--- src/rtl/mips_cpu_fetch_pc.sv ---
// MIPS fetch program counter with one-deep branch delay slot handling.
// Halts on a fetch of address zero or on a misaligned redirect target.
module mips_cpu_fetch_pc #(
    parameter logic [31:0] RESET_VECTOR = 32'hBFC00000
) (
    input  logic        clk,
    input  logic        reset,
    input  logic        clk_enable,
    input  logic        redirect_valid,
    input  logic [31:0] redirect_target,
    output logic [31:0] instr_address,
    output logic [31:0] pc_link,
    output logic        delay_slot,
    output logic        active,
    output logic        addr_error,
    output logic [1:0]  dbg_state
);

    typedef enum logic [1:0] {
        RUN  = 2'd0,
        SLOT = 2'd1,
        HALT = 2'd2
    } state_t;

    state_t      r_state;
    logic [31:0] r_pc;
    logic [31:0] r_target;
    logic        r_delay_slot;
    logic        r_active;
    logic        r_addr_error;
    logic [31:0] w_pc_plus4;

    assign w_pc_plus4 = r_pc + 32'd4;

    // Redirect handshake: redirect_valid has no ready; it is accepted only on an
    // enabled edge in RUN. Redirects seen in SLOT, HALT or during a stall are dropped.
    always_ff @(posedge clk or posedge reset) begin
        if (reset) begin
            r_state      <= RUN;
            r_pc         <= RESET_VECTOR;
            r_target     <= 32'd0;
            r_delay_slot <= 1'b0;
            r_active     <= 1'b1;
            r_addr_error <= 1'b0;
        end else if (clk_enable && r_state != HALT) begin
            case (r_state)
                RUN: begin
                    r_pc <= w_pc_plus4;
                    if (w_pc_plus4 == 32'd0) begin
                        r_state  <= HALT;
                        r_active <= 1'b0;
                    end else if (redirect_valid) begin
                        r_target     <= redirect_target;
                        r_delay_slot <= 1'b1;
                        r_state      <= SLOT;
                    end
                end
                SLOT: begin
                    r_delay_slot <= 1'b0;
                    if (r_target[1:0] != 2'b00) begin
                        // Misaligned target: stay parked on the delay-slot address.
                        r_addr_error <= 1'b1;
                        r_active     <= 1'b0;
                        r_state      <= HALT;
                    end else begin
                        r_pc <= r_target;
                        if (r_target == 32'd0) begin
                            r_active <= 1'b0;
                            r_state  <= HALT;
                        end else begin
                            r_state <= RUN;
                        end
                    end
                end
                default: r_state <= HALT;
            endcase
        end
    end

    assign instr_address = r_pc;
    assign pc_link       = r_pc + 32'd8;
    assign delay_slot    = r_delay_slot;
    assign active        = r_active;
    assign addr_error    = r_addr_error;
    assign dbg_state     = r_state;

endmodule

--- config.mk ---
export PLATFORM = sky130hd
export DESIGN_NAME = mips_cpu_fetch_pc
export DESIGN_NICKNAME = d
export VERILOG_FILES = /design/src/rtl/mips_cpu_fetch_pc.sv
export SDC_FILE = /design/constraint.sdc
export NUM_CORES = 1
export LEC_CHECK = 0
export CORE_ASPECT_RATIO = 1.2
export CORE_UTILIZATION = 51
export DETAILED_ROUTE_END_ITERATION = 16
export DONT_BUFFER_PORTS = 1
export GPL_TIMING_DRIVEN = 0
export PLACE_DENSITY = 0.66
export SLEW_MARGIN = 30
export SYNTH_ARGS = -nofsm -noshare
export SYNTH_HDL_FRONTEND = slang
export SYNTH_SLANG_ARGS = --single-unit
--- constraint.sdc ---
create_clock -name clk -period 3.4 [get_ports clk]
set_input_delay 0.85 -clock clk [delete_from_list [all_inputs] [get_ports clk]]
set_output_delay 0.85 -clock clk [all_outputs]
set_load 0.02 [all_outputs]
* Yosys cells after proc, flatten, opt, wreduce, memory -nomap -nowiden
Index checks and enable logic that the tools add are counted.
** Storage, ports and cells
- Bits in registers :: 69
- Bits of input ports :: 36
- Output and inout bits :: 69
- Word-level logic and storage cells :: 43
** Operators by class
- Add/sub/neg operators :: 2
- Eq/ne operators :: 8
- Muxes and demuxes :: 14
- Bitwise logic cells :: 1
- Reduce and logical (&&, ||, !) cells :: 12
** Operators with widths (count)
- logical NOT 32 bit :: 2
- one-hot mux 32 bit (2 select lines) :: 1
- adder 32 x 3 -> 32 bit (second input constant) :: 1
- adder 32 x 4 -> 32 bit (second input constant) :: 1
- 2-to-1 mux 32 bit :: 1
- AND reduction 4 bit :: 3
- != test 2 bit (second input constant) :: 5
- 2-to-1 mux 2 bit :: 4
- != test 3 bit (second input constant) :: 2
- AND reduction 3 bit :: 2
- 2-to-1 mux 1 bit :: 5
- one-hot mux 1 bit (2 select lines) :: 2
- one-hot mux 2 bit (2 select lines) :: 1
- nonzero test 2 bit :: 2
- equality test 2 x 1 -> 1 bit (second input constant) :: 1
- logical NOT 2 bit :: 1
- AND reduction 2 bit :: 1
- logical AND 1 bit :: 1
- inverter 1 bit :: 1

* Logic depth before layout (Yosys ltp)
- Depth after elaboration :: 4
- Mapped depth :: 11
- Gate-level depth less buffers :: 9

* Worst setup path before layout
OpenSTA, ideal clock, no wires.
- Kind :: reg2reg
- Start :: reg r_pc[2], in the netlist instr_address[2]
- End :: reg r_target[10]
- Setup time :: 125 ps
- Arrival time :: 3138 ps
- Slack :: 137 ps
- Cell stages (with the launch flop) :: 11
- Buffers on the path :: 1
- Clock period less this slack :: 3263 ps
- Cells stage by stage :: dfrtp_1 > ha_1 > nand2_1 > nor4_1 > nand3_1 > xnor2_1 > or4_4 > nor4_4 > nor3_4 > buf_6 > mux2_4
** On the way
- Longest elaborated chain between the ends :: 4
** Ends and longest elaborated chain
- start, declared :: line 26 : logic [31:0] r_pc;
- start signal, assigned :: line 48 : r_pc <= w_pc_plus4;
- start signal, assigned :: line 66 : r_pc <= r_target;
- adder 32 x 3 -> 32 bit :: line 33 : assign w_pc_plus4 = r_pc + 32'd4;
- logical NOT 32 bit :: line 49 : if (w_pc_plus4 == 32'd0) begin
- inverter 1 bit (no source line)
- AND reduction 4 bit (no source line)
- end signal, assigned :: line 53 : r_target <= redirect_target;
- end, declared :: line 27 : logic [31:0] r_target;
Every way passes these cells.
A chain may end at the register's enable or synchronous reset.

* Final worst setup path
- Start :: reg r_pc[3], in the netlist instr_address[3]
- End :: reg r_target[7]
Same word-level chain as after synthesis.

==> impl_metrics.py <==
metrics = {
    "route": {
        "wirelength_um": 14000,
        "detail-route-antenna-nets": 0,
        "route.detailed.drc": 0,
        "drtIter0Drc": 442,
        "wire_per_inst_um": 20.7,
        "num_vias": 4177,
        "routed_via_density": 6.16,
        "drt_first_pass_iters": 5,
    },
    "critical_path": {
        "worst-path-max-fanout": 7,
        "critPathMaxStageDelay_ns": 0.56,
        "cp_slowest_cell": "or4_4",
        "startpoint_type": "flop",
        "crit_required_ns": 3.65,
        "end_kind": "flop",
        "cp.arrival_ns": 3.69,
        "path_cells": "ha_4, and4_1, a211o_1, a221oi_2, o2111ai_1, or4_4, nor4_4, nor3_4, buf_2, mux2_4",
        "crit_type": "reg -> reg",
    },
    "global_routing": {
        "first_global_vias": 3949,
        "gr-total-overflow": 0,
        "antenna_found_initial": 0,
        "grt_pass1_wl_um": 21300,
        "track_usage_pct": 31.3,
        "grt_max_degree": 42,
    },
    "die": {
        "ioPinCount": 105,
        "core_area_um2": 8560,
        "initial_core_util_pct": 52.6,
        "num_rows": 37,
        "fp.dieW_um": 87.8,
        "die-area_um2": 9220,
        "die_h_um": 105,
    },
    "sta": {
        "skew_ns": 0.0111,
        "hold_viol_final": 0,
        "slew_headroom_pct": 53.1,
        "setup_ws_ns": -0.0329,
        "maxSlewViolCount": 0,
        "period_share_pct": 101,
        "fin_setup_tns_ns": -0.277,
        "grt_setup_unrepaired": "yes",
        "fin_crit_ns": 3.43,
        "worstMarginPinSlew_ns": 0.704,
        "fmax_mhz": 291,
        "setup_viol": 24,
    },
    "cells_and_area": {
        "n_fill_cell": 736,
        "fin_nets": 594,
        "stdcell_count": 678,
        "drive_gt1_share_pct": 30.5,
        "final_common_cell": "dfrtp_1",
        "area_delta_synth_final_pct": 20.8,
        "layout_common_cells": "dfrtp_1, nor2_1, a21oi_1, nand2_1, buf_4",
        "seq_area_um2": 1750,
        "fin_area_um2": 5450,
        "n_antenna_cell": 0,
        "multi_input_area_um2": 2730,
    },
    "status": {
        "outcome": "finished, violations left",
        "violations": "setup timing",
    },
    "yosys": {
        "synth.avg_cell_area_um2": 8.93,
        "synth-seq-cells": 69,
        "synthArstFlopShare_pct": 100,
        "yosysWarnings": 0,
        "synth_flop_cell": "dfrtp_1",
        "syn_nets": 543,
        "yosysSeqAreaShare_pct": 38.6,
        "synth_edf_count": 0,
        "synthCells": 505,
        "yosysUniqueCellTypes": 51,
        "syn_area_um2": 4510,
    },
    "clock_tree": {
        "cts.htree.levels": 3,
        "clk_pin_slew_ns": 0.08,
        "cts_hold_buffers": 0,
        "clockBufferDepth": 2,
        "cts_tree": "built",
        "cts_buffers": 9,
        "numClockSinks": 69,
        "clk_latency_ns": 0.36,
        "root_buffer": "clkbuf_8",
    },
    "power": {
        "power_density_nw_per_um2": 854,
        "worst_ir_drop_vdd_uv": 582,
        "finalPower_w": 0.00465,
        "p_leak_nw": 2.22,
    },
    "min_path": {
        "min-delay-path-class": "in -> async",
    },
    "placement": {
        "place_congestion": 0.910,
        "dpl_cell_area_um2": 4680,
        "place_inst": 623,
        "dp_hpwl_um": 9620,
        "portBuffers": 0,
    },
    "job": {
        "cap_violations": 0,
    },
}
[layout make-up]
class	instances	area share [%]
plain buffers	44	4.99
clock buffers	12	2.85
clock inverters	4	0.873
inverters	9	0.666
multi-input cells	383	50.1
flip-flops and latches	69	32.2
well taps	117	2.69
repair buffers	40	5.63
[Yosys cell counts, drive strengths merged (2+ instances only)]
library cell  count  area share, %
a21oi            45            5.0
a31oi             6           0.83
a32oi             2           0.39
and2              7           0.97
and3              5           0.69
buf              18            3.0
clkbuf           26            2.2
dfrtp            59             33
dfstp            10            5.8
ha                2           0.56
inv               9           0.75
mux2             32             10
nand2            46            3.8
nand2b            2           0.28
nand3            32            3.9
nand4            13            1.8
nor2             50            4.2
nor3             14            1.8
nor3b             3           0.50
nor4             18            3.5
o21ai            32            3.6
o22ai            11            1.5
or2               2           0.28
or3               4           0.56
xnor2            24            4.7
xor2             17            3.3
[path summary, 6_finish.rpt]
kind | startpoint | to | slack, ns | depth (start not counted)
max | instr_address[3] | r_target[7] | -0.03 | 10
min in group clk | active | active | 0.51 | 2
max in group asynchronous | reset | instr_address[25] | 2.48 | 2
max reg2reg | instr_address[3] | r_target[7] | -0.03 | 10
min | reset | r_target[28] | 0.33 | 1
min reg2reg | active | active | 0.51 | 2
[logic make-up after synthesis]
logic type               after synthesis  share of synthesized area (%)
multiplexers                          33                           10.6
AO/OA/AOI/OAI                        106                           13.1
adder cells (fa/ha/maj)                2                          0.555
XOR/XNOR                              41                           7.97
buffers and inverters                 53                           5.88
flip-flops                            69                           38.6
AND/OR/NAND/NOR                      201                           23.3
[routing by layer]
metal	track usage (%)	share of wire, %	vias to the layer above
met5	0	0	-
met4	15.5	3.3	0
met3	6.64	8.5	40
met2	48.7	47	235
met1	40.7	41	2007
li1	-	-	1895
[critical path, delay by kind of cell, from the launching register on]
| kind | cells | cell delay [ns] |
|---|---|---|
| AND/OR/NAND/NOR | 4 | 1.31 |
| buffers and inverters | 1 | 0.21 |
| flip-flops | 1 | 0.53 |
| AO/OA/AOI/OAI | 3 | 0.71 |
| adder cells (fa/ha/maj) | 1 | 0.24 |
| multiplexers | 1 | 0.31 |
[what timing repair did]
action | CTS | global route
pin swaps | 8 | 11
setup buffers | 15 | 23
cloned | 0 | 1
gates resized for setup | 34 | 40
setup endpoints to repair | 54 | 44
[through the flow]
step,util [%],worst slack (ns),hold slack [ns]
after floorplan,-,0.137,0.474
after global placement,54.3,-0.747,0.503
after detailed placement,54.6,-0.710,0.502
after CTS,60.0,-0.00894,0.332
after global routing,63.6,-0.0873,0.347
final,63.6,-0.0329,0.332
[state kept, by name, indices dropped and copies added, names as in the netlist]
name           cells
dbg_state          2
delay_slot         1
active             1
addr_error         1
instr_address     32
r_target          32
[power by group]
group	switching, W	internal [W]	leakage (nW)	total [W]
combinational	0.00116	0.000885	1.31	0.00204
clock	0.000314	0.000376	0.102	0.000691
sequential	0.000673	0.00124	0.811	0.00192
total	0.00214	0.00251	2.22	0.00465
(Power assumes the default switching activity.)
